`src/rtl/mem_line_bridge_if.sv`:
```
// CPU-side word port and physical-memory-side line burst port of the bridge.
interface mem_line_bridge_if;
  // CPU word port
  logic [31:0] mem_address;
  logic        mem_read;
  logic        mem_write;
  logic [3:0]  mem_byte_enable;
  logic [31:0] mem_wdata;
  logic [31:0] mem_rdata;
  logic        mem_resp;
  // physical memory burst port
  logic [31:0] pmem_address;
  logic        pmem_read;
  logic        pmem_write;
  logic [63:0] pmem_wdata;
  logic [63:0] pmem_rdata;
  logic        pmem_resp;

  // driver side: the CPU plus the physical memory
  modport master (
    output mem_address, mem_read, mem_write, mem_byte_enable, mem_wdata,
    output pmem_rdata, pmem_resp,
    input  mem_rdata, mem_resp,
    input  pmem_address, pmem_read, pmem_write, pmem_wdata
  );

  // the bridge itself
  modport slave (
    input  mem_address, mem_read, mem_write, mem_byte_enable, mem_wdata,
    input  pmem_rdata, pmem_resp,
    output mem_rdata, mem_resp,
    output pmem_address, pmem_read, pmem_write, pmem_wdata
  );
endinterface

```
`src/rtl/mem_line_bridge.sv`:
```
// Word-to-line bridge: every CPU access fetches the 256-bit line in four
// 64-bit beats; writes merge their bytes and write the whole line back.
module mem_line_bridge (
  input  logic          clk,
  input  logic          rst,
  mem_line_bridge_if.slave bus
);
  typedef enum logic [1:0] {IDLE, READ, WRITE, RESP} state_t;

  state_t       state, state_d;
  logic [1:0]   cnt, cnt_d;
  logic [31:0]  addr;
  logic [31:0]  wdata;
  logic [3:0]   be;
  logic         is_write;
  logic [255:0] line, line_d;
  logic         resp_q;
  logic         accept;
  logic [2:0]   word;
  logic [31:0]  merged;

  assign word = addr[4:2];

  // resp_q blocks acceptance in the IDLE cycle right after RESP, so a CPU
  // that keeps its request asserted gets a clean gap between transactions
  assign accept = (state == IDLE) && (bus.mem_read || bus.mem_write) && !resp_q;

  // next-state, beat counter and line buffer update (incl. write merge)
  always_comb begin
    state_d = state;
    cnt_d   = cnt;
    line_d  = line;
    merged  = '0;
    case (state)
      IDLE: begin
        if (accept) begin
          state_d = READ;
          cnt_d   = 2'd0;
        end
      end
      READ: begin
        if (bus.pmem_resp) begin
          line_d[{cnt, 6'b0} +: 64] = bus.pmem_rdata;
          cnt_d = cnt + 2'd1;
          if (cnt == 2'd3) begin
            if (is_write) begin
              // merge on the freshly completed line, including beat 3
              merged = line_d[{word, 5'b0} +: 32];
              for (int i = 0; i < 4; i++)
                if (be[i]) merged[i*8 +: 8] = wdata[i*8 +: 8];
              line_d[{word, 5'b0} +: 32] = merged;
              cnt_d   = 2'd0;
              state_d = WRITE;
            end else begin
              state_d = RESP;
            end
          end
        end
      end
      WRITE: begin
        if (bus.pmem_resp) begin
          cnt_d = cnt + 2'd1;
          if (cnt == 2'd3) state_d = RESP;
        end
      end
      RESP:    state_d = IDLE;
      default: state_d = IDLE;
    endcase
  end

  // state, counters, request latches and line buffer
  always_ff @(posedge clk) begin
    if (rst) begin
      state    <= IDLE;
      cnt      <= 2'd0;
      addr     <= '0;
      wdata    <= '0;
      be       <= '0;
      is_write <= 1'b0;
      line     <= '0;
      resp_q   <= 1'b0;
    end else begin
      state  <= state_d;
      cnt    <= cnt_d;
      line   <= line_d;
      resp_q <= (state == RESP);
      if (accept) begin
        addr     <= bus.mem_address;
        wdata    <= bus.mem_wdata;
        be       <= bus.mem_byte_enable;
        // read+write together is treated as a write
        is_write <= bus.mem_write;
      end
    end
  end

  assign bus.pmem_address = {addr[31:5], 5'b0};
  assign bus.pmem_read    = (state == READ);
  assign bus.pmem_write   = (state == WRITE);
  assign bus.pmem_wdata   = (state == WRITE) ? line[{cnt, 6'b0} +: 64] : 64'd0;
  assign bus.mem_resp     = (state == RESP);
  assign bus.mem_rdata    = (state == RESP) ? line[{word, 5'b0} +: 32] : 32'd0;
endmodule

```
`src/flat_wrapper.sv`:
```
// flat-port wrapper written by rule: the top's interface ports become plain ports
module mem_line_bridge_flat 
  (clk, rst, bus_mem_address, bus_mem_read, bus_mem_write, bus_mem_byte_enable, bus_mem_wdata, bus_pmem_rdata, bus_pmem_resp, bus_mem_rdata, bus_mem_resp, bus_pmem_address, bus_pmem_read, bus_pmem_write, bus_pmem_wdata);
  mem_line_bridge_if bus_i ();
  input  logic clk;
  input  logic rst;
  input wire logic [$bits(bus_i.mem_address)-1:0] bus_mem_address;
  input wire logic [$bits(bus_i.mem_read)-1:0] bus_mem_read;
  input wire logic [$bits(bus_i.mem_write)-1:0] bus_mem_write;
  input wire logic [$bits(bus_i.mem_byte_enable)-1:0] bus_mem_byte_enable;
  input wire logic [$bits(bus_i.mem_wdata)-1:0] bus_mem_wdata;
  input wire logic [$bits(bus_i.pmem_rdata)-1:0] bus_pmem_rdata;
  input wire logic [$bits(bus_i.pmem_resp)-1:0] bus_pmem_resp;
  output wire logic [$bits(bus_i.mem_rdata)-1:0] bus_mem_rdata;
  output wire logic [$bits(bus_i.mem_resp)-1:0] bus_mem_resp;
  output wire logic [$bits(bus_i.pmem_address)-1:0] bus_pmem_address;
  output wire logic [$bits(bus_i.pmem_read)-1:0] bus_pmem_read;
  output wire logic [$bits(bus_i.pmem_write)-1:0] bus_pmem_write;
  output wire logic [$bits(bus_i.pmem_wdata)-1:0] bus_pmem_wdata;
  assign bus_i.mem_address = bus_mem_address;
  assign bus_i.mem_read = bus_mem_read;
  assign bus_i.mem_write = bus_mem_write;
  assign bus_i.mem_byte_enable = bus_mem_byte_enable;
  assign bus_i.mem_wdata = bus_mem_wdata;
  assign bus_i.pmem_rdata = bus_pmem_rdata;
  assign bus_i.pmem_resp = bus_pmem_resp;
  assign bus_mem_rdata = bus_i.mem_rdata;
  assign bus_mem_resp = bus_i.mem_resp;
  assign bus_pmem_address = bus_i.pmem_address;
  assign bus_pmem_read = bus_i.pmem_read;
  assign bus_pmem_write = bus_i.pmem_write;
  assign bus_pmem_wdata = bus_i.pmem_wdata;
  mem_line_bridge u_core (.clk(clk), .rst(rst), .bus(bus_i));
endmodule
```
`config.mk`:
```
export PLATFORM = sky130hd
export DESIGN_NAME = mem_line_bridge_flat
export DESIGN_NICKNAME = d
export VERILOG_FILES = /design/src/rtl/mem_line_bridge_if.sv /design/src/rtl/mem_line_bridge.sv /design/src/flat_wrapper.sv
export SDC_FILE = /design/constraint.sdc
export NUM_CORES = 1
export LEC_CHECK = 0
export BUFFER_PORTS_ARGS = -buffer_cell sky130_fd_sc_hd__buf_2
export CAP_MARGIN = 20
export CORE_UTILIZATION = 44
export CTS_CLUSTER_DIAMETER = 100
export DETAILED_ROUTE_END_ITERATION = 8
export PLACE_DENSITY_LB_ADDON = 0.2
export SETUP_SLACK_MARGIN = 0.5
export SYNTH_ARGS = -nofsm -noshare
export SYNTH_HDL_FRONTEND = slang
export SYNTH_SLANG_ARGS = --single-unit
```
`constraint.sdc`:
```
create_clock -name clk -period 9.77 [get_ports clk]
set_input_delay 0.4885 -clock clk [delete_from_list [all_inputs] [get_ports clk]]
set_output_delay 0.4885 -clock clk [all_outputs]
set_load 0.03 [all_outputs]
```
* Word level (Yosys, flattened, before mapping)
Index checks and enable logic that the tools add are counted.
** Word-level totals
- Bits in read-only memories :: 0
- Input bits :: 137
- Bits in writable memories :: 0
- Memories kept :: 0
- Output and inout port bits :: 131
- Latch bits :: 0
- Register bits :: 330
** Operators by class
- Bitwise logic cells :: 0
- Shifts and indexed selects :: 7
- Divide/modulo/power cells :: 0
- $add $sub $neg :: 3
- Equal/unequal tests :: 9
- Muxes and demuxes :: 39
- Reduce and logical (&&, ||, !) cells :: 9
- $mul :: 0
- Magnitude comparators :: 0
** Operators with widths (number)
- 256-bit bitwise mux :: 2
- 256-bit two-way mux :: 2
- 256-bit by 9-bit variable part select with 32-bit output :: 2
- 32-bit by 10-bit variable shift with 256-bit output (first input constant) :: 1
- 64-bit by 10-bit variable shift with 256-bit output (first input constant) :: 1
- 256-bit by 9-bit variable part select with 64-bit output :: 1
- 32-bit by 10-bit variable part select with 256-bit output :: 1
- 64-bit by 10-bit variable part select with 256-bit output :: 1
- 8-bit two-way mux :: 20
- 64-bit two-way mux :: 1
- 32-bit two-way mux :: 1
- 2-bit two-way mux :: 10
- 8-bit negator with 10-bit output :: 2
- 2-bit one-hot mux with 4 select lines :: 1
- 2-bit == test (second input constant) :: 3
- 2-bit by 1-bit inequality test with 1-bit output (second input constant) :: 3
- 2-bit one-hot mux with 3 select lines :: 1
- 5-bit AND reduction :: 1
- 2-bit inequality test (second input constant) :: 2
- 4-bit AND reduction :: 1
- 3-bit nonzero test :: 1
- 2-bit by 1-bit adder with 2-bit output (second input constant) :: 1
- 2-bit by 1-bit == test with 1-bit output (second input constant) :: 1
- 1-bit logical AND :: 2
- 5 further kinds :: 5

* Longest topological paths before layout
- Depth in word-level cells :: 13
- Depth in mapped cells :: 14
- Depth with buffers taken out :: 9

* Worst setup path before layout
No wires, ideal clock.
- Path type :: register to register
- From :: register u_core.cnt[1]
- To :: register u_core.line[24]
- Cell stages (with the launch flop) :: 15
- Data required time :: 9638 ps
- Slack :: 6610 ps
- Setup time :: 132 ps
- Path buffers :: 5
- Arrival time :: 3028 ps
- Cells stage by stage :: dfxtp_1 clkbuf_1 buf_1 inv_1 ha_1 and2_1 buf_2 buf_4 buf_2 a311oi_1 nor4_1 o31ai_1 nand2_1 o211ai_1 a21oi_1
** Between the ends
- Longest elaborated chain between the ends :: 13
- Elaborated cells on any way between the ends :: 30
- Those cells by class :: add/sub (1); eq/ne (1); shift (4); mux (24)
** Ends and longest elaborated chain
- from (decl) :: RTL line mem_line_bridge.sv:11 : logic [1:0] cnt, cnt_d;
- from (signal assigned) :: RTL line mem_line_bridge.sv:84 : cnt <= cnt_d;
- 8-bit negator with 10-bit output :: RTL line mem_line_bridge.sv:43 : line_d[{cnt, 6'b0} +: 64] = bus.pmem_rdata;
- 64-bit by 10-bit variable part select with 256-bit output or 64-bit by 10-bit variable shift with 256-bit output (tied branches) :: RTL line mem_line_bridge.sv:43
- 256-bit bitwise mux :: RTL line mem_line_bridge.sv:43
- 256-bit by 9-bit variable part select with 32-bit output :: RTL line mem_line_bridge.sv:48 : merged = line_d[{word, 5'b0} +: 32];
- 8-bit two-way mux :: RTL line mem_line_bridge.sv:50 : if (be[i]) merged[i*8 +: 8] = wdata[i*8 +: 8];
- 8-bit two-way mux :: RTL line mem_line_bridge.sv:46 : if (is_write) begin
- 8-bit two-way mux :: RTL line mem_line_bridge.sv:45 : if (cnt == 2'd3) begin
- 8-bit two-way mux :: RTL line mem_line_bridge.sv:42 : if (bus.pmem_resp) begin
- 8-bit two-way mux :: RTL line mem_line_bridge.sv:34 : case (state)
- 32-bit by 10-bit variable part select with 256-bit output :: RTL line mem_line_bridge.sv:51 : line_d[{word, 5'b0} +: 32] = merged;
- 256-bit bitwise mux :: RTL line mem_line_bridge.sv:51
- 256-bit two-way mux :: RTL line mem_line_bridge.sv:46
- 256-bit two-way mux (*) :: RTL line mem_line_bridge.sv:45
- to (signal assigned) :: RTL line mem_line_bridge.sv:85 : line <= line_d;
- to (decl) :: RTL line mem_line_bridge.sv:16 : logic [255:0] line, line_d;
Mark *: on every way between the ends. The rest lies on a longest branch, timed or not. The select of a mux whose other input is x is not followed.
A chain may end at the register's enable or synchronous reset.

* Worst setup path in the final report
- From :: register u_core.cnt[1]
- To :: register u_core.line[151]
Same word-level chain as after synthesis.

==> results.md <==
- Setup bufs post-CTS: 0
- Fill count: 5,139
- Setup Skew: 0.0294 ns
- Max stage delay on crit path: 0.77 ns
- Core area: 53,100 sq um
- EDFF count, synth: 0
- Crit path capture type: register
- TNS Setup: 0 ns
- Via count: 26,000
- Clock Latency Late Sink: 0.59 ns
- Layout area overhead: 10.6%
- Final Slew Violations: 0
- Syn_area_per_cell: 7.65 sq um
- Main area contributors after synthesis: dfxtp_1, mux4_2, a21oi_1
- Achievable Freq: 204 MHz
- Seq cells post-synth: 328
- Worst Path Arrival: 5.31 ns
- Final std cells w/o fill: 3,839
- Number of global-route vias before repair: 24,100
- CTS tree: done
- Worst rel slew slack: 0.205
- Hold WC Path Type: primary input to register
- Vias per cell: 6.77
- Initial core utilization: 0.449
- Ys async rst share: 0
- Storage cell area: 6580 sq um
- Routed Antenna Nets: 0
- Die Area: 55,100 sq um
- Post-Route WL: 98.1 mm
- Tightest Pin Transition: 1.19 ns
- Most used cell, CP: buf_4
- Synth cell count leaders: a21oi_1, dfxtp_1, nor2b_1, nand2_1, nor2_1
- GRT Util Overall: 0.343
- Total CTS buffers: 42
- # IOs: 268
- Final setup fails: 0
- Tmin final: 4.91 ns
- Synth cell types: 57
- RSZ-0062 raised after global routing: no
- Routability congestion estimate: 0.910
- Final hold vios: 0
- DR iter-0 viols: 3,694
- Final worst path period share: 0.502
- CP max stage cell: buf_4
- Required time worst endpoint: 10.17 ns
- Clock-pin slew on the worst setup and hold paths: 0.06 ns
- CTS root buf: clkbuf_16
- Overflow left after global routing: 0
- Fin nets: 3,275
- Pleak: 9.31 nW
- Ys Warns: 0
- DR DRC count: 0
- Synth top area share: 0.275
- Top FF cell, synth: dfxtp_1
- Pwr Density: 230 nW/um^2
- Dpl hpwl: 57.9 mm
- Worst IR Drop VDD: 0.000144 V
- Antenna violations before repair: 0
- CP cell instances: buf_4 -> ha_4 -> buf_4 -> and4bb_2 -> a221oi_1 -> o21ai_0 -> a211oi_1 -> a32oi_2 -> a21oi_1 -> nor3_1
- Outcome: completed
- Ant. Diodes: 0
- Post-cts sizing count: 0
- Die width: 235 um
- Worst Setup Start Kind: register
- CTS max path bufs: 3
- Cells after Synth: 3,119
- First-pass GRT wire length: 148 mm
- Cell row count: 84
- Die Ht: 235 um
- Max cap viols: 0
- Most frequent cell after synthesis: a21oi_1
- Sequential-to-total area share from yosys stat: 0.275
- WS Path Type: register to register
- Drt first pass iters: 8
- Largest net degree at the start of global routing: 221
- Clock Sinks: 328
- Worst-path maximum fanout: 63
- Routed len/inst: 25.6 um
- CTS Hold Bufs: 0
- Share of post-route cells with drive strength above 1: 0.181
- Multi-input combinational cell area: 15,800 sq um
- Port bufs: 260
- Synth Cell Area: 23,900 sq um
- H-tree levels: 2
- Inst Count DP: 3,766
- Most area-hungry cell type in the Yosys netlist: dfxtp_1
==> cell families (layout without fill, tap and decap cells) <==
group | count (synthesis) | count (layout) | share of synthesized area
DFF | 328 | 328 | 0.275
other | 1 | 5 | 0.000157
and+or+nand+nor | 1162 | 1162 | 0.241
AOI/OAI and AO/OA | 1090 | 1090 | 0.276
adders and majority gates | 14 | 14 | 0.00734
muxes | 149 | 149 | 0.130
buffers and inverters | 375 | 403 | 0.0699
==> metrics by stage <==
| stage | power [mW] | area [sq um] | util | worst slack [ns] | hold WS (ns) |
|---|---|---|---|---|---|
| floorplan | 3.72 | 23900 | - | 6.61 | 0.436 |
| detailed placement | 4.47 | 25000 | 0.471 | 5.06 | 0.446 |
| CTS | 6.00 | 26300 | 0.496 | 5.03 | 0.126 |
| global route | 6.36 | 26400 | 0.497 | 4.76 | 0.145 |
| finish | 6.07 | 26400 | 0.497 | 4.86 | 0.137 |
| global placement | 4.41 | 25000 | 0.471 | 5.12 | 0.439 |
==> critical path: cells and delay by family (launching register included) <==
kind                       cells  cell delay [ns]
adders and majority gates      1             0.75
and+or+nand+nor                2             0.46
DFF                            1             0.65
buffers and inverters          2             1.45
AOI/OAI and AO/OA              5             1.38
==> layout make-up <==
type / count / share of cell area
multi-input cells: 2420 / 0.599
well taps: 688 / 0.0326
inverters: 22 / 0.00318
clock inverters: 11 / 0.00299
repair buffers: 310 / 0.0659
flip-flops and latches: 328 / 0.250
clock buffers: 60 / 0.0462
==> per-layer routing <==
| layer | wire length [um] | track usage | up-vias |
|---|---|---|---|
| met5 | 0 | 0 | - |
| met4 | 5020 | 0.173 | 0 |
| met3 | 11600 | 0.0779 | 314 |
| met2 | 43200 | 0.527 | 1808 |
| met1 | 38400 | 0.451 | 12500 |
| li1 | - | - | 11400 |
==> cell usage in the layout, fill, tap and decap left out, types with 5 or more instances in the layout <==
cell type,instances
mux4_2,129
a311oi_1,38
buf_2,259
a21oi_1,391
nor4_1,7
a222oi_1,19
ha_1,7
clkbuf_1,9
nand4_1,8
nand3_1,13
and2_1,71
and3_1,11
a32oi_2,10
nor2b_1,300
o22ai_1,24
dfxtp_1,323
nand2b_1,7
nor3_1,189
buf_4,47
a21oi_2,17
clkbuf_8,8
a31oi_1,217
a211oi_2,6
a211o_1,7
mux2i_1,20
conb_1,5
a22oi_1,14
nand2_1,287
o21ai_0,234
clkinv_2,6
nor2_1,240
inv_1,19
a21boi_0,32
a211oi_1,40
a221oi_1,19
clkbuf_16,43
o211ai_1,8
==> worst paths after layout <==
path                                           from               end  slack, ns  cells past startpoint
worst min-delay path            bus_mem_address[26]   u_core.addr[26]       0.14                      3
worst max register to register        u_core.cnt[1]  u_core.line[151]       4.86                     10
worst min register to register       u_core.addr[6]    u_core.addr[6]       0.45                      2
worst max-delay path                  u_core.cnt[1]  u_core.line[151]       4.86                     10
==> flip-flops by register name, summed over array words and instances, names as in the netlist <==
register and count:
u_core.line 256, u_core.state 2, u_core.cnt 2, u_core.is_write 1, u_core.addr 30, u_core.be 4, u_core.resp_q 1, u_core.wdata 32
==> power by group <==
part	switching, mW	internal [mW]
clock network	0.646	0.887
registers	0.261	1.57
logic	1.80	0.905
total	2.70	3.36
(Power assumes the default switching activity.)
